## config.mk

```make
export PLATFORM = sky130hd
export DESIGN_NAME = mouse_cmd_scheduler
export DESIGN_NICKNAME = d
export VERILOG_FILES = /design/src/rtl/mouse_cmd_pkg.sv /design/src/rtl/mouse_cmd_scheduler_rr_arbiter.sv /design/src/rtl/mouse_cmd_scheduler.sv
export SDC_FILE = /design/constraint.sdc
export NUM_CORES = 1
export LEC_CHECK = 0
export CAP_MARGIN = 20
export CORE_ASPECT_RATIO = 0.9
export CORE_UTILIZATION = 30
export CTS_CLUSTER_DIAMETER = 30
export DETAILED_ROUTE_END_ITERATION = 6
export HOLD_SLACK_MARGIN = 0.15
export PLACE_DENSITY = 0.65
export SKIP_CTS_REPAIR_TIMING = 1
export SLEW_MARGIN = 20
export SYNTH_ARGS = -nofsm -noshare
export SYNTH_HDL_FRONTEND = slang
export SYNTH_SLANG_ARGS = --single-unit
```

## constraint.sdc

```tcl
create_clock -name CLK -period 1.9 [get_ports CLK]
set_clock_uncertainty 0.05 [all_clocks]
set_input_delay 0.38 -clock CLK [delete_from_list [all_inputs] [get_ports CLK]]
set_output_delay 0.38 -clock CLK [all_outputs]
set_load 0.01 [all_outputs]
```

## src/rtl/mouse_cmd_pkg.sv

```systemverilog
// Shared types and PS/2 command/response codes for the mouse command scheduler.
package mouse_cmd_pkg;

   typedef enum logic [2:0] {
      IDLE,
      SEND,
      WAIT_SENT,
      WAIT_ACK,
      FINISH
   } cmdStateT;

   localparam logic [7:0] PS2_ACK      = 8'hFA;
   localparam logic [7:0] PS2_RESEND   = 8'hFE;
   localparam logic [7:0] PS2_ERROR    = 8'hFC;
   localparam logic [7:0] PS2_RESET    = 8'hFF;
   localparam logic [7:0] PS2_SET_RATE = 8'hF3;
   localparam logic [7:0] PS2_ENABLE   = 8'hF4;

endpackage

```

## src/rtl/mouse_cmd_scheduler_rr_arbiter.sv

```systemverilog
// Combinational round-robin pick: first requester at or after ptr wins.
module rr_arbiter #(
   parameter int unsigned NUM_REQ = 2,
   localparam int unsigned IW = $clog2(NUM_REQ)
) (
   input  logic [NUM_REQ-1:0] req,
   input  logic [IW-1:0]      ptr,
   output logic [NUM_REQ-1:0] pick,
   output logic [IW-1:0]      pickIdx,
   output logic               anyReq
);

   always_comb begin : pickScan
      int unsigned cand;
      cand    = 0;
      pick    = '0;
      pickIdx = '0;
      anyReq  = 1'b0;
      for (int unsigned off = 0; off < NUM_REQ; off++) begin
         cand = 32'(ptr) + off;
         if (cand >= NUM_REQ) begin
            cand = cand - NUM_REQ;
         end
         if (!anyReq && req[IW'(cand)]) begin
            anyReq             = 1'b1;
            pick[IW'(cand)]    = 1'b1;
            pickIdx            = IW'(cand);
         end
      end
   end

endmodule

```

## src/rtl/mouse_cmd_scheduler.sv

```systemverilog
// Arbitrates requester command bytes onto the PS/2 transmitter and tracks ACK/resend/error.
module mouse_cmd_scheduler
   import mouse_cmd_pkg::*;
#(
   parameter int unsigned NUM_REQ     = 2,
   parameter int unsigned ACK_TIMEOUT = 1_000_000,
   parameter int unsigned MAX_RETRY   = 3
) (
   input  logic                 CLK,
   input  logic                 RESET,
   input  logic [NUM_REQ-1:0]   REQ,
   input  logic [8*NUM_REQ-1:0] REQ_BYTE,
   output logic [NUM_REQ-1:0]   GRANT,
   output logic [NUM_REQ-1:0]   DONE,
   output logic [NUM_REQ-1:0]   ERR,
   output logic [7:0]           RESP_BYTE,
   output logic                 BUSY,
   output logic                 SEND_BYTE,
   output logic [7:0]           BYTE_TO_SEND,
   input  logic                 BYTE_SENT,
   output logic                 READ_ENABLE,
   input  logic                 BYTE_READY,
   input  logic [7:0]           BYTE_READ,
   input  logic [1:0]           BYTE_ERROR_CODE
);

   localparam int unsigned IW = $clog2(NUM_REQ);
   localparam int unsigned TW = $clog2(ACK_TIMEOUT + 1);
   localparam int unsigned RW = (MAX_RETRY < 1) ? 1 : $clog2(MAX_RETRY + 1);

   cmdStateT             state;
   logic [IW-1:0]        rrPtr;
   logic [IW-1:0]        idx;
   logic [RW-1:0]        retryCnt;
   logic [TW-1:0]        timer;

   logic [NUM_REQ-1:0]   pick;
   logic [IW-1:0]        pickIdx;
   logic                 anyReq;
   logic [7:0]           pickByte;
   logic [IW-1:0]        nextPtr;
   logic                 timeout;
   logic                 ackBad;
   logic                 canRetry;
   logic                 retryReq;

   rr_arbiter #(.NUM_REQ(NUM_REQ)) uArb (
      .req     (REQ),
      .ptr     (rrPtr),
      .pick    (pick),
      .pickIdx (pickIdx),
      .anyReq  (anyReq)
   );

   assign pickByte = REQ_BYTE[{pickIdx, 3'b000} +: 8];
   assign nextPtr  = (idx == IW'(NUM_REQ - 1)) ? '0 : idx + IW'(1);
   assign timeout  = (timer == TW'(ACK_TIMEOUT));
   assign ackBad   = (BYTE_ERROR_CODE != 2'b00) || (BYTE_READ == PS2_RESEND);
   assign canRetry = (retryCnt < RW'(MAX_RETRY));
   // A byte on BYTE_READY outranks a simultaneous timeout.
   assign retryReq = BYTE_READY ? ackBad : timeout;

   always_ff @(posedge CLK) begin
      if (RESET) begin
         state        <= IDLE;
         rrPtr        <= '0;
         idx          <= '0;
         retryCnt     <= '0;
         timer        <= '0;
         GRANT        <= '0;
         DONE         <= '0;
         ERR          <= '0;
         RESP_BYTE    <= 8'h00;
         BUSY         <= 1'b0;
         SEND_BYTE    <= 1'b0;
         BYTE_TO_SEND <= 8'h00;
         READ_ENABLE  <= 1'b0;
      end else begin
         DONE <= '0;
         ERR  <= '0;
         case (state)
            IDLE: begin
               if (anyReq) begin
                  idx          <= pickIdx;
                  GRANT        <= pick;
                  BYTE_TO_SEND <= pickByte;
                  RESP_BYTE    <= 8'h00;
                  retryCnt     <= '0;
                  BUSY         <= 1'b1;
                  SEND_BYTE    <= 1'b1;
                  state        <= SEND;
               end
            end
            SEND: begin
               SEND_BYTE <= 1'b0;
               timer     <= '0;
               state     <= WAIT_SENT;
            end
            WAIT_SENT: begin
               if (BYTE_SENT) begin
                  timer       <= '0;
                  READ_ENABLE <= 1'b1;
                  state       <= WAIT_ACK;
               end else if (timeout) begin
                  ERR   <= GRANT;
                  state <= FINISH;
               end else begin
                  timer <= timer + TW'(1);
               end
            end
            WAIT_ACK: begin
               if (BYTE_READY) begin
                  RESP_BYTE <= BYTE_READ;
               end
               if (retryReq) begin
                  READ_ENABLE <= 1'b0;
                  if (canRetry) begin
                     retryCnt  <= retryCnt + RW'(1);
                     SEND_BYTE <= 1'b1;
                     state     <= SEND;
                  end else begin
                     ERR   <= GRANT;
                     state <= FINISH;
                  end
               end else if (BYTE_READY && (BYTE_READ == PS2_ACK)) begin
                  READ_ENABLE <= 1'b0;
                  DONE        <= GRANT;
                  state       <= FINISH;
               end else if (BYTE_READY && (BYTE_READ == PS2_ERROR)) begin
                  READ_ENABLE <= 1'b0;
                  ERR         <= GRANT;
                  state       <= FINISH;
               end else if (!timeout) begin
                  timer <= timer + TW'(1);
               end
            end
            FINISH: begin
               GRANT <= '0;
               BUSY  <= 1'b0;
               rrPtr <= nextPtr;
               state <= IDLE;
            end
            default: state <= IDLE;
         endcase
      end
   end

endmodule

```

# == Yosys cells after proc, flatten, opt, wreduce, memory -nomap -nowiden ==
# Index checks and enable logic that the tools add are counted.
# classes
n_mux,58
bitwise,3
n_lt_le_gt_ge,7
n_reduce_logical,23
add_sub_neg,6
shifts,1
n_eq_ne,18
# op_table
op,n
20-bit 2-to-1 mux,5
20-bit one-hot mux with 3 select lines,1
8-bit equality test (second input constant),3
2-bit 2-to-1 mux,12
1-bit 2-to-1 mux,21
3-bit 2-to-1 mux,7
20-bit by 1-bit adder with 20-bit output (second input constant),1
20-bit equality test (second input constant),1
8-bit 2-to-1 mux,2
2-bit != test (second input constant),8
8-bit one-hot mux with 2 select lines,1
16-bit by 5-bit indexed part select with 8-bit output,1
2-bit one-hot mux with 2 select lines,3
3-bit one-hot mux with 4 select lines,1
4-bit AND reduction,3
3-bit AND reduction,3
2-bit nonzero test,4
3-bit by 2-bit equality test with 1-bit output (second input constant),2
3-bit nonzero test,2
1-bit logical AND,5
1-bit by 2-bit less-than comparator with 1-bit output (second input constant),2
4-bit != test (second input constant),1
1-bit one-hot mux with 2 select lines,2
2-bit AND reduction,2
other kinds (19),23
# totals
word_cells,129
out_inout_bits,25
in_bits,32
regBits,52

# == Longest topological paths before layout ==
# Gate-level depths: netlist of the first run.
# logic_depth
word_depth,11
mapped_depth,8
depth_no_buf,7

# == Cells and area by module ==
# Synthesis of the first run repeated with hierarchy kept, for this count alone.
# hier_totals
hier_cells,317
area_unflattened_um2,2645.0
# by_module_without_submodules
mod,area_per_inst_um2,seq_area_each_um2,n_inst,cells_per_inst
mouse_cmd_scheduler,2612.5,1041.0,1,312
rr_arbiter,32.5,0.0,1,5

# == Worst setup path before layout of the first run ==
# OpenSTA, ideal clock, no wires.
# synth_path
path_type,input-to-reg
start,in BYTE_READ[0]
end,reg timer[14]
slack_ps,-169
path_buffers,0
t_arrival_ps,1897
cell_stages,6
setup_time_ps,122
required_time_ps,1728
path_cell_list,nand4b_1 -> o31a_2 -> o31a_1 -> a22o_4 -> and3_2 -> a221o_2
# synth_between
elab_chain_len,5
word_cells_on_any_way,11
classes_between,eq/ne (6); mux (1); reduce/logical (4)
# synth_lines
item,line,rtl
start: declaration,mouse_cmd_scheduler.sv:23,"input logic [7:0] BYTE_READ,"
8-bit equality test,mouse_cmd_scheduler.sv:58,assign ackBad = (BYTE_ERROR_CODE != 2'b00) || (BYTE_READ == PS2_RESEND);
1-bit logical OR,mouse_cmd_scheduler.sv:58,
1-bit 2-to-1 mux,mouse_cmd_scheduler.sv:61,assign retryReq = BYTE_READY ? ackBad : timeout;
2-bit != test (no source line),-,
4-bit AND reduction (no source line) *,-,
end signal: assignment,mouse_cmd_scheduler.sv:108,timer <= timer + TW'(1);
end signal: assignment,mouse_cmd_scheduler.sv:134,timer <= timer + TW'(1);
end: declaration,mouse_cmd_scheduler.sv:35,logic [TW-1:0] timer;
# Mark *: on every way between the ends. The rest lies on a longest branch, timed or not.
# A chain may end at the register's enable or synchronous reset.

# == Final worst setup path of the first run ==
# layout_path
start,reg timer[10]
end,reg timer[14]
# layout_between
elab_chain_len,6
word_cells_on_any_way,11
classes_between,add/sub (1); eq/ne (2); mux (7); reduce/logical (1)
# layout_lines
item,line,rtl
20-bit by 1-bit adder with 20-bit output / 20-bit equality test (equally long branches),"mouse_cmd_scheduler.sv:108, mouse_cmd_scheduler.sv:134, mouse_cmd_scheduler.sv:57",
20-bit 2-to-1 mux,"mouse_cmd_scheduler.sv:104, mouse_cmd_scheduler.sv:133",
20-bit 2-to-1 mux,mouse_cmd_scheduler.sv:129,end else if (BYTE_READY && (BYTE_READ == PS2_ERROR)) begin
20-bit 2-to-1 mux,mouse_cmd_scheduler.sv:125,end else if (BYTE_READY && (BYTE_READ == PS2_ACK)) begin
20-bit 2-to-1 mux,mouse_cmd_scheduler.sv:115,if (retryReq) begin
20-bit one-hot mux with 3 select lines,mouse_cmd_scheduler.sv:81,case (state)
# Parallel ways exist; a longest one is shown, timed or not. The select of a mux whose other input is x is not followed.

==> Implementation_results.wiki, run 1 <==
{| class="wikitable"
! Metric !! Value
|-
| Detailed-route wire length || around 7400 um
|-
| Startpoint type of the worst setup path || flip-flop
|-
| DRC || 0
|-
| P per Cell Area || 616 nW/um2
|-
| Required time worst endpoint || between 2 and 2.5 ns
|-
| Post-synthesis adder-cell area fraction || under 10%
|-
| Cells traversed along the worst timing path || nor4b_4 > nand4_1 > o31a_1 > a22o_4 > buf_6 > a221o_2
|-
| Final setup vio count || 27
|-
| Utilization after layout || approximately 47%
|-
| Root Driver || clkbuf_8
|-
| All-layer global routing usage || 15.8%
|-
| Worst min-delay path endpoint || RESP_BYTE[0]
|-
| Reg2reg start || timer[10]
|-
| Cell count of the worst reg-to-reg path || 6
|-
| Top-Level Pins || 57
|-
| Post-Route Hold Slack || approximately 0.29 ns
|-
| Class of the worst hold path || input pin to flip-flop
|-
| Timing-limited maximum frequency || between 0.4 and 0.5 GHz
|-
| Clock latency reported for the late side of the worst-skew pair || around 0.31 ns
|-
| Final Max Tran Viols || 0
|-
| Clock tree from TritonCTS || done
|-
| Via density per instance || just over 5
|-
| Via count || ~2800
|-
| Startpoint-to-endpoint class of the critical path || flip-flop to flip-flop
|-
| Top post-synthesis cells by count || dfxtp_1 (52), nor2_1 (49), nand2_1 (19)
|-
| Final weighted congestion of routability-driven global placement || just under 0.9
|-
| Number of stages on the worst hold path || 3
|-
| Ant. Diodes || 0
|-
| Summed area of non-filler cells in the final layout || 4030 um2
|-
| Signal arrival time at the worst endpoint || roughly 2.4 ns
|-
| Clock transition time at the flip-flop clock pins of the worst setup and hold paths || about 0.10 ns
|-
| Starting Density || a little under a third
|-
| Area fraction of the dominant cell type after synthesis || ~40%
|-
| Leak Pwr || 1.68 nW
|-
| Synthesis warning total || 0
|-
| Unrepaired setup endpoints after global routing || true
|-
| Buffers from clock root to sink, at most || 2
|-
| Via count of the first global-routing pass || between 2000 and 3000
|-
| Total cell area at the placement stage || roughly 3800 um2
|-
| Gate count after technology mapping || between 300 and 400
|-
| Distinct cell type count after synthesis || 57
|-
| DRC violation total after the first TritonRoute iteration || around 100
|-
| CP Capture Type || flip-flop
|-
| Share of the clock period used by the worst path || 117%
|-
| Die span in x || ~100 um
|-
| Outcome || complete, but fails checks
|-
| Worst reg-to-reg setup slack || -0.32 ns
|-
| Xor and xnor area share after synthesis || 1.31%
|-
| R2r endpoint || timer[14]
|-
| Delay contributed by the slowest stage of the critical path || approximately 0.43 ns
|-
| Mean cell area of the mapped netlist || between 8 and 9 um2
|-
| Most frequently used cell type in the post-synthesis netlist || dfxtp_1
|-
| Nets || approximately 470
|-
| I/O Buffers || between 50 and 60
|-
| Post-synthesis cell type with the largest combined area || dfxtp_1
|-
| First-pass GRT wire length || 11900 um
|-
| Max-cap violations || 0
|-
| Area growth, synth to finish || 50.4%
|-
| Floorplan core area || 8610 um2
|-
| Total number of H-tree levels || 2
|-
| Slew headroom || between 50 and 60%
|-
| Number of rows created at floorplan || 32
|-
| Leading post-synthesis cells by cell area || dfxtp_1 (39%), nor2_1 (6.9%), mux2i_1 (3.4%)
|-
| Share of layout cells above drive strength 1 || 27.3%
|-
| Largest family of logic cells by synthesized area || simple AND/OR/NAND/NOR gates
|-
| Number of nets with antenna violations after detailed routing || 0
|-
| Slowest-stage cell, CP || o31a_1
|-
| HPWL after detailed placement || approximately 5500 um
|-
| Clock sink count || 52
|-
| Most used flip-flop cell after synthesis || dfxtp_1
|-
| Register area share after synthesis || approximately 39%
|-
| Largest net degree at the start of global routing || 18
|-
| Hold violation total from the final report || 0
|-
| Number of buffer and inverter stages on the critical path || 1
|-
| Number of storage elements in the synthesis netlist || 52
|-
| Worst-path fanout max || 8
|-
| Share of synthesized area spent on multiplexers || 3.36%
|-
| Total CTS buffers || 5
|-
| Final min period || about 2.2 ns
|-
| PnR Total Power || 0.00248 W
|-
| Violations in the final reports || negative setup slack
|-
| Die Area || around 9300 um2
|-
| Delay-heaviest family, CP || compound AO/OA/AOI/OAI gates
|-
| Setup TNS Final || -5.50 ns
|-
| Final global-route overflow total || 0
|-
| Worst setup margin || -0.316 ns
|-
| Max rail drop VDD || a little under 400 uV
|-
| Proportion of register bits with asynchronous set or reset after synthesis || 0%
|-
| Number of synthesized flops with an enable pin || 0
|-
| DR WL/cell || 13.4 um
|-
| Mapped Nets || about 350
|-
| Die Y-Extent || slightly above 90 um
|-
| Compound-gate portion of the synthesized area || between 20% and 30%
|-
| Worst hold start || BYTE_READ[0]
|-
| Initial antenna violation count || 0
|-
| Post-Syn Area || about 2700 um2
|-
| DRT Pass-1 Iters || 4
|-
| Pin slew with the least headroom to its limit || about 0.6 ns
|-
| Simple-gate portion of the synthesized area || between 20% and 30%
|}
kinds of logic after synthesis:
family	count (synthesis)
adder cells (fa/ha/maj)	3
AO/OA/AOI/OAI	85
flip-flops	52
buffers and inverters	25
AND/OR/NAND/NOR	136
multiplexers	9
XOR/XNOR	4
routing by layer:
metal,track usage [%],part of all wire [%],up-vias
met5,0,0,-
met4,3.62,1.6,0
met3,4.95,7.7,11
met2,25.5,44,88
met1,20.6,46,1278
li1,-,-,1400
cells in the final DEF (no fill, tap or decap), drive strengths merged, types with 5 or more instances in the layout:
master,count
buf,68
nand2,19
inv,11
clkdlybuf4s50,52
nor3,10
a21oi,14
dfxtp,52
nand3,15
o21ai,16
a211oi,10
clkbuf,5
a22o,5
o311ai,5
nand4,6
a211o,6
a22oi,8
nor2,49
nor3b,5
and3,10
mux2i,9
sequential cells by signal (all words and copies together), names as in the netlist:
signal	count
RESP_BYTE	8
GRANT	2
state	3
DONE	2
rrPtr	1
BYTE_TO_SEND	8
ERR	2
SEND_BYTE	1
timer	20
BUSY	1
READ_ENABLE	1
retryCnt	2
idx	1
worst max path at each step:
stage | slack (ns) | end | depth (start not counted) | startpoint
2_1_floorplan | -0.13 | timer[15] | 8 | timer[9]
3_3_place_gp | -0.61 | timer[16] | 7 | BYTE_READ[5]
3_5_place_dp | -0.66 | timer[14] | 7 | BYTE_READ[5]
4_1_cts | -0.46 | timer[16] | 6 | timer[11]
5_1_grt | -0.42 | timer[14] | 6 | timer[10]
6_report | -0.32 | timer[14] | 6 | timer[10]
tightest hold or removal path: stages:
cell and delay [ns]:
dlymetal6s2s_1 0.09, a22oi_1 0.08, nor2_1 0.07
power by group:
group | switching, W | leakage, nW | internal (W)
sequential | 0.0000444 | 0.427 | 0.00115
clock | 0.000398 | 0.0485 | 0.000265
combinational | 0.000302 | 1.20 | 0.000326
cell type report:
type                            count  area (um2)
Clock buffer                        5        68.8
Inverter                           10        37.5
Sequential cell                    52        1050
Multi-Input combinational cell    238        1600
Clock inverter                      3        22.5
Fill cell                         831        4580
Tap cell                          119         149
Timing Repair Buffer              124        1100
stage by stage:
stage	instances	worst slack, ns
5_1_grt	551	-0.422
2_1_floorplan	314	-0.131
4_1_cts	547	-0.457
3_5_place_dp	539	-0.660
6_report	551	-0.316
3_3_place_gp	539	-0.612
Power figures use the tool's default switching activity.
==> run 2: changes to the inputs <==
Settings changed: SETUP_SLACK_MARGIN from default to 0.05.
==> Implementation_results.wiki, run 2 (synthesized netlist as in run 1, its figures left out) <==
{| class="wikitable"
! Metric !! Value
|-
| Outcome || complete, but fails checks
|-
| Violations in the final reports || negative setup slack
|-
| Final weighted congestion of routability-driven global placement || 0.834 (-6.2%)
|-
| Total number of H-tree levels || 2 (unchanged)
|-
| Required time worst endpoint || 2.06 ns (about the same)
|-
| Area of the multi-input gates || 1750 um2 (+9.4%)
|-
| Share of layout cells above drive strength 1 || 30.9% (+3.6 points)
|-
| Total cell area at the placement stage || 3790 um2 (-0.39%)
|-
| Ant. Diodes || 0 (unchanged)
|-
| Starting Density || 31.1% (unchanged)
|-
| Post-Route Hold Slack || 0.305 ns (+0.0111 ns)
|-
| Clock sink count || 52 (unchanged)
|-
| Register name with the most flops || timer
|-
| Leading registers by flop count || timer x20, BYTE_TO_SEND x8, RESP_BYTE x8
|-
| Final setup vio count || 22 (-19%)
|-
| Clock latency reported for the late side of the worst-skew pair || 0.32 ns (about the same)
|-
| Clock transition time at the flip-flop clock pins of the worst setup and hold paths || 0.11 ns (about the same)
|-
| Startpoint-to-endpoint class of the critical path || flip-flop to flip-flop
|-
| Setup TNS Final || -3.18 ns (+2.33 ns)
|-
| All-layer global routing usage || 16.1% (+0.27 points)
|-
| Worst setup margin || -0.252 ns (+0.0645 ns)
|-
| Most frequent cells in the layout || buf_4 (64), clkdlybuf4s50_1 (48), dfxtp_1 (46)
|-
| Floorplan core area || 8610 um2 (unchanged)
|-
| Commonest non-fill, non-tap cell in the layout || buf_4
|-
| Buffers from clock root to sink, at most || 2 (unchanged)
|-
| Seq pwr share || 46.8% (-1.2 points)
|-
| Clock Power Share || 26.8% (about the same)
|-
| Switching part of the total || 31.1% (+1.1 points)
|-
| DRC violation total after the first TritonRoute iteration || 79 (-19%)
|-
| Hold violation total from the final report || 0 (unchanged)
|-
| P per Cell Area || 604 nW/um2 (-2.1%)
|-
| Largest net degree at the start of global routing || 19 (+1)
|-
| DRT Pass-1 Iters || 4 (unchanged)
|-
| Total CTS buffers || 5 (unchanged)
|-
| I/O Buffers || 56 (unchanged)
|-
| HPWL after detailed placement || 5460 um (about the same)
|-
| Sequential cell area || 1050 um2 (-0.36%)
|-
| Final min period || 2.15 ns (-0.0645 ns)
|-
| Internal power contribution || 0.00174 W (+0.33%)
|-
| Die Area || 9310 um2 (unchanged)
|-
| Die span in x || 102 um (unchanged)
|-
| Root Driver || clkbuf_8
|-
| Reg2reg start || timer[11]
|-
| Die Y-Extent || 91.6 um (unchanged)
|-
| Summed area of non-filler cells in the final layout || 4190 um2 (+4.1%)
|-
| DRC || 0 (unchanged)
|-
| Class of the worst hold path || input pin to flip-flop
|-
| CP Capture Type || flip-flop
|-
| Number of stages on the worst hold path || 3 (unchanged)
|-
| Worst reg-to-reg setup slack || -0.25 ns (+0.06 ns)
|-
| Startpoint type of the worst setup path || flip-flop
|-
| Cell count of the worst reg-to-reg path || 6 (unchanged)
|-
| Flip-flop count of the largest register, all copies and words added || 20 (unchanged)
|-
| Via count of the first global-routing pass || 2648 (-0.86%)
|-
| Initial antenna violation count || 0 (unchanged)
|-
| Filler cell count in the final layout || 815 (-1.9%)
|-
| Max-cap violations || 0 (unchanged)
|-
| Top-Level Pins || 57 (unchanged)
|-
| Clock tree from TritonCTS || done
|-
| Number of rows created at floorplan || 32 (unchanged)
|-
| Minimum setup slack after placement || -0.659 ns (+0.00103 ns)
|-
| Final global-route overflow total || 0 (unchanged)
|-
| Worst-path fanout max || 7 (-1)
|-
| Number of nets with antenna violations after detailed routing || 0 (unchanged)
|-
| Timing-limited maximum frequency || 0.465 GHz (+3.0%)
|-
| Unrepaired setup endpoints after global routing || true
|-
| Net switching power of the design || 0.000786 W (+5.6%)
|-
| Nets || 467 (+0.21%)
|-
| Share of the clock period used by the worst path || 113% (-3.4 points)
|-
| Via count || 2817 (+1.4%)
|-
| Via density per instance || 5.10 (+1.3%)
|-
| R2r endpoint || timer[14]
|-
| Area growth, synth to finish || 56.5%
|-
| Detailed-route wire length || 7840 um (+5.8%)
|-
| First-pass GRT wire length || 12100 um (+1.6%)
|-
| Dpl cells || 537 (-0.37%)
|-
| Leak Pwr || 1.76 nW (+5.1%)
|-
| Final Max Tran Viols || 0 (unchanged)
|-
| Worst min-delay path endpoint || RESP_BYTE[0]
|-
| DR WL/cell || 14.2 um (+5.7%)
|-
| Pin slew with the least headroom to its limit || 0.432 ns (-0.183 ns)
|-
| Max rail drop VDD || 403 uV (+1.7%)
|-
| Part of the total power dissipated in combinational logic || 26.4% (+1.1 points)
|-
| Worst hold start || BYTE_READ[0]
|-
| Number of standard cells in the final layout excluding fillers || 552 (+0.18%)
|-
| Signal arrival time at the worst endpoint || 2.31 ns (-0.06 ns)
|-
| Slew headroom || 70.9% (+12 points)
|}
run 2: changes by cell type in the layout (fill, tap and decap cells not counted), sizes merged:
| cell | delta |
|---|---|
| clkdlybuf4s50 | -4 |
| dlymetal6s2s | +4 |
| a22o | +1 |
run 2: area by class of cell:
cell class	count	share of cell area, %
Tap cell	119	3.55
Timing Repair Buffer	124	26.6
Multi-Input combinational cell	239	41.8
Sequential cell	52	25.0
Inverter	10	0.896
Clock buffer	5	1.64
Clock inverter	3	0.537
run 2: how the worst max path moves through the flow:
stage	slack, ns	from	to	cells after the start
6_report	-0.25	timer[11]	timer[14]	6
3_5_place_dp	-0.66	BYTE_READ[5]	timer[13]	7
4_1_cts	-0.42	timer[11]	timer[14]	6
5_1_grt	-0.32	timer[7]	timer[14]	6
2_1_floorplan	-0.13	timer[9]	timer[15]	8
3_3_place_gp	-0.62	BYTE_READ[0]	timer[16]	7
run 2: stage by stage:
step | utilization [%] | total power [W]
after global placement | 44.1 | 0.00180
after floorplan | - | 0.00151
after CTS | 45.1 | 0.00248
after global routing | 48.7 | 0.00265
after detailed placement | 44.1 | 0.00181
final | 48.7 | 0.00253
run 2: worst max-delay path, stage by stage, from the launching register on:
cell and delay, ns:
dfxtp_1 0.34, nor4b_2 0.32, nand3_2 0.19, o31a_4 0.44, a22o_4 0.28, and3_4 0.15
a221o_2 0.29
run 2: layer usage:
layer,up-vias,GRT usage (%),share of wire [%]
met1,1313,21.7,46
met3,7,4.80,7.7
met2,92,25.8,46
li1,1405,-,-
met4,0,2.17,0.50
met5,-,0,0
run 2: power groups by stage:
stage,combinational (W),clock (W),sequential (W)
after global placement,0.000597,0,0.00121
final,0.000668,0.000678,0.00119
after detailed placement,0.000603,0,0.00121
after global routing,0.000735,0.000724,0.00119
after CTS,0.000607,0.000689,0.00118
after floorplan,0.000294,0,0.00122
==> run 3: changes to the inputs <==
Settings changed: TNS_END_PERCENT from default to 10.
==> Implementation_results.wiki, run 3 (synthesized netlist as in run 1, its figures left out) <==
{| class="wikitable"
! Metric !! Value
|-
| Outcome || complete, but fails checks
|-
| Violations in the final reports || negative setup slack
|-
| Unrepaired setup endpoints after global routing || true
|-
| Pin slew with the least headroom to its limit || 0.528 ns (+0.0958 ns)
|-
| Startpoint of the most critical setup path || timer[5]
|-
| Most frequent cells in the layout || buf_4 (64), clkdlybuf4s50_1 (52), nor2_1 (48)
|-
| Register name with the most flops || timer
|-
| Via count of the first global-routing pass || 2707 (+2.2%)
|-
| Area growth, synth to finish || 49.6%
|-
| Die span in x || 102 um (unchanged)
|-
| First-pass GRT wire length || 12000 um (-1.4%)
|-
| Top-Level Pins || 57 (unchanged)
|-
| Reg2reg start || timer[5]
|-
| Detailed-route wire length || 7550 um (-3.6%)
|-
| Clock transition time at the flip-flop clock pins of the worst setup and hold paths || 0.11 ns (about the same)
|-
| Startpoint type of the worst setup path || flip-flop
|-
| Leading registers by flop count || timer x20, BYTE_TO_SEND x8, RESP_BYTE x8
|-
| Required time worst endpoint || 2.05 ns (about the same)
|-
| Minimum setup slack after placement || -0.638 ns (+0.0210 ns)
|-
| Net switching power of the design || 0.000748 W (-4.8%)
|-
| Worst hold start || BYTE_READ[0]
|-
| Internal power contribution || 0.00173 W (-0.98%)
|-
| Clock sink count || 52 (unchanged)
|-
| DR WL/cell || 13.8 um (-3.1%)
|-
| Worst-path fanout max || 8 (+1)
|-
| I/O Buffers || 56 (unchanged)
|-
| CP Capture Type || flip-flop
|-
| Nets || 464 (-0.64%)
|-
| Cell count of the worst reg-to-reg path || 6 (unchanged)
|-
| Total number of H-tree levels || 2 (unchanged)
|-
| Startpoint-to-endpoint class of the critical path || flip-flop to flip-flop
|-
| Final weighted congestion of routability-driven global placement || 0.893 (+7.1%)
|-
| Flip-flop count of the largest register, all copies and words added || 20 (unchanged)
|-
| Number of nets with antenna violations after detailed routing || 0 (unchanged)
|-
| Setup TNS Final || -5.73 ns (-2.55 ns)
|-
| Timing-limited maximum frequency || 0.448 GHz (-3.6%)
|-
| Signal arrival time at the worst endpoint || 2.39 ns (+0.08 ns)
|-
| Clock latency reported for the late side of the worst-skew pair || 0.31 ns (about the same)
|-
| Buffers from clock root to sink, at most || 2 (unchanged)
|-
| Root Driver || clkbuf_8
|-
| Number of rows created at floorplan || 32 (unchanged)
|-
| Switching part of the total || 30.2% (-0.84 points)
|-
| Worst min-delay path endpoint || RESP_BYTE[0]
|-
| DRC || 0 (unchanged)
|-
| Seq pwr share || 47.9% (+1.1 points)
|-
| Final global-route overflow total || 0 (unchanged)
|-
| Via count || 2753 (-2.3%)
|-
| Max-cap violations || 0 (unchanged)
|-
| Delay contributed by the slowest stage of the critical path || 0.45 ns (about the same)
|-
| Part of the total power dissipated in combinational logic || 24.7% (-1.7 points)
|-
| Worst reg-to-reg setup slack || -0.33 ns (-0.08 ns)
|-
| Share of the clock period used by the worst path || 118% (+4.3 points)
|-
| Initial antenna violation count || 0 (unchanged)
|-
| Die Y-Extent || 91.6 um (unchanged)
|-
| Final min period || 2.23 ns (+0.0808 ns)
|-
| Slowest-stage cell, CP || o31a_1
|-
| DRC violation total after the first TritonRoute iteration || 71 (-10%)
|-
| Clock tree from TritonCTS || done
|-
| Hold violation total from the final report || 0 (unchanged)
|-
| Class of the worst hold path || input pin to flip-flop
|-
| Final setup vio count || 27 (+23%)
|-
| P per Cell Area || 618 nW/um2 (+2.3%)
|-
| Die Area || 9310 um2 (unchanged)
|-
| R2r endpoint || timer[16]
|-
| Ant. Diodes || 0 (unchanged)
|-
| Clock Power Share || 27.4% (+0.6 points)
|-
| Max rail drop VDD || 397 uV (-1.6%)
|-
| Worst setup margin || -0.333 ns (-0.0808 ns)
|-
| Starting Density || 31.1% (unchanged)
|-
| Largest net degree at the start of global routing || 19 (unchanged)
|-
| Total CTS buffers || 5 (unchanged)
|-
| Slew headroom || 64.5% (-6.4 points)
|-
| Share of layout cells above drive strength 1 || 26.3% (-4.7 points)
|-
| All-layer global routing usage || 15.8% (-0.30 points)
|-
| Via density per instance || 5.01 (-1.7%)
|-
| Commonest non-fill, non-tap cell in the layout || buf_4
|-
| Cells traversed along the worst timing path || nor4b_4 > nand3_2 > o31a_1 > a22o_4 > and3_4 > a221o_2
|-
| Floorplan core area || 8610 um2 (unchanged)
|-
| HPWL after detailed placement || 5620 um (+2.9%)
|-
| Final Max Tran Viols || 0 (unchanged)
|-
| Number of stages on the worst hold path || 3 (unchanged)
|-
| Leak Pwr || 1.66 nW (-5.7%)
|-
| DRT Pass-1 Iters || 4 (unchanged)
|}
run 3: worst max path at each step:
stage | slack [ns] | endpoint | cells after the start
after floorplan | -0.13 | timer[15] | 8
after global placement | -0.59 | timer[16] | 7
after detailed placement | -0.64 | timer[19] | 7
after CTS | -0.46 | timer[19] | 6
after global routing | -0.44 | timer[19] | 6
final | -0.33 | timer[16] | 6
run 3: area by class of cell:
| type | count | area (um2) |
|---|---|---|
| inverters | 10 | 37.5 |
| fillers | 855 | 4600 |
| flip-flops and latches | 52 | 1050 |
| well taps | 119 | 149 |
| clock inverters | 3 | 27.5 |
| clock buffers | 5 | 68.8 |
| multi-input cells | 238 | 1590 |
| repair buffers | 122 | 1080 |
run 3: metrics by stage:
step | util [%] | instances | total power, W | hold WS, ns | cell area [um2]
global placement | 44.0 | 537 | 0.00179 | 0.403 | 3790
detailed placement | 44.0 | 537 | 0.00180 | 0.428 | 3790
CTS | 45.1 | 545 | 0.00248 | 0.439 | 3890
finish | 46.5 | 549 | 0.00248 | 0.318 | 4010
global route | 46.5 | 549 | 0.00261 | 0.324 | 4010
floorplan | - | 314 | 0.00151 | 0.390 | 2700
run 3: layer usage:
layer	routed length, um	global-route usage (%)	part of all wire [%]	vias to the layer above
met1	3400	19.8	45	1266
met4	97	3.14	1.3	0
met5	0	0	0	-
met2	3510	26.5	46	85
li1	-	-	-	1392
met3	541	4.88	7.2	10
run 3: power groups by stage:
| stage | combinational [W] | sequential (W) | clock, W |
|---|---|---|---|
| after global placement | 0.000588 | 0.00121 | 0 |
| final | 0.000611 | 0.00119 | 0.000678 |
| after floorplan | 0.000294 | 0.00122 | 0 |
| after global routing | 0.000671 | 0.00119 | 0.000741 |
| after detailed placement | 0.000593 | 0.00121 | 0 |
| after CTS | 0.000596 | 0.00119 | 0.000700 |
run 3: critical path, delay by kind of cell (launching register included):
kind               cells  cell delay (ns)
AOI/OAI and AO/OA      3             1.05
DFF                    1             0.35
and+or+nand+nor        3             0.67
==> patch (settings of run 3) <==
Re-encode `cmdStateT` (5 states) as one-hot, 5 bits wide.
--- a/src/rtl/mouse_cmd_pkg.sv
+++ b/src/rtl/mouse_cmd_pkg.sv
@@ -2,10 +2,10 @@
 package mouse_cmd_pkg;
 
-   typedef enum logic [2:0] {
-      IDLE,
-      SEND,
-      WAIT_SENT,
-      WAIT_ACK,
-      FINISH
+   typedef enum logic [4:0] {
+      IDLE      = 5'b00001,
+      SEND      = 5'b00010,
+      WAIT_SENT = 5'b00100,
+      WAIT_ACK  = 5'b01000,
+      FINISH    = 5'b10000
    } cmdStateT;
 
Formal check against the unedited RTL: no difference found for any inputs over 10 cycles, from zero or initial values and one cycle with RESET high; not proved beyond that.
==> patch against run 3 <==
  * The flow still finishes with violations (setup timing)
  * Power increased by 0.64%
  * Routed wire length increased by 7.9%
  * Worst setup slack improved by 0.14 ns
  * Maximum frequency increased by 6.6%
  * First-iteration DRC count grew 39%
  * Final area grew 6.8%
  * Clock power fell by 3.1%
  * Combinational power about the same
  * Sequential cell count is 2 higher
  * Area after synthesis decreased by 0.23%
==> patch: results (changes against run 3) <==
stage,metric,value,unit,change
power,irDropWorstVdd,0.340,mV,was 0.397 mV
worst_setup_path,crit_arrival,2.29,ns,was 2.39 ns
clock_network,cts.sinks,54,,was 52
grt,met3_usage,2.23,%,was 4.88%
status,status,"complete, but fails checks",,unchanged
cells_and_area,clk_share,2.02,%,was 2.40%
grt,grt_max_degree,25,,was 19
power,p_leak,1.58,nW,was 1.66 nW
worst_setup_path,crit_fanout,4,,was 8
synthesis,yosys-top-cells-count,"54 x dfxtp_1, 37 x nand2_1, 35 x nor2_1",,"was 52 x dfxtp_1, 49 x nor2_1, 19 x nand2_1"
sta,setup_violations,24,,was 27
synthesis,synth_cell_types,54,,was 57
drt,dr_wl_met2,3.76,mm,was 3.51 mm
grt,grt_pass1_wl,12.2,mm,was 12.0 mm
cells_and_area,seq-cell-share,25.5,%,was 26.2%
placed_design,dpl_cell_area,3850,sq um,was 3790 sq um
sta,setup_ws,-0.195,ns,was -0.333 ns
drt,routedWlPerCell,14.2,um,was 13.8 um
status,violations,setup timing,,unchanged
placed_design,place_ws,-0.709,ns,was -0.638 ns
cells_and_area,buf_share,27.0,%,about the same
worst_setup_path,r2r-end,retryCnt[0]$_SDFFE_PP0P_,,was timer[16]$_SDFFE_PP0P_
grt,track_usage,16.3,%,was 15.8%
cells_and_area,nMultiInputCombCells,250,,was 238
cells_and_area,clock_buffer_count,6,,was 5
worst_setup_path,critical_path.top_delay_family,simple AND/OR/NAND/NOR gates,,was compound AO/OA/AOI/OAI gates
synthesis,synth_top_area_share,40.4,%,was 38.9%
cells_and_area,drive_gt1_share,31.1,%,was 26.3%
placed_design,place_congestion,0.812,,was 0.893
worst_setup_path,slowest_stage,a211oi_4,,was o31a_1
worst_setup_path,r2r_cells,7,,was 6
drt,dr_wl_met3,303,um,was 541 um
grt,grt_use_met1,24.1,%,was 19.8%
synthesis,ys_seq_area_share,40.4,%,was 38.9%
-- patch: cell types whose count changed after synthesis, moves of 8 or more --
cell / run 3 / this run
nand2_1: 19 / 37
nor2_1: 49 / 35
a21oi_1: 13 / 25
or4_1: 0 / 11
o31ai_1: 3 / 12
a211oi_1: 10 / 2
a22oi_1: 8 / 0
a311oi_1: 0 / 8
-- patch: kinds of logic after synthesis --
| group | count (synthesis) |
|---|---|
| buf+inv | 27 |
| xor+xnor | 4 |
| flops | 54 |
| fa+ha+maj | 3 |
| compound gates | 79 |
| mux | 3 |
| simple gates | 158 |
-- patch: per-stage QoR --
stage,util [%],cells,total power [mW]
finish,49.7,573,2.49
global route,49.7,573,2.60
CTS,45.7,567,2.45
detailed placement,44.7,559,1.80
global placement,44.7,559,1.79
floorplan,-,328,1.50
-- patch: report_power, final --
group / internal (mW) / leakage (nW) / switching (mW)
registers: 1.19 / 0.442 / 0.0368
clock network: 0.262 / 0.0452 / 0.396
logic: 0.325 / 1.10 / 0.285
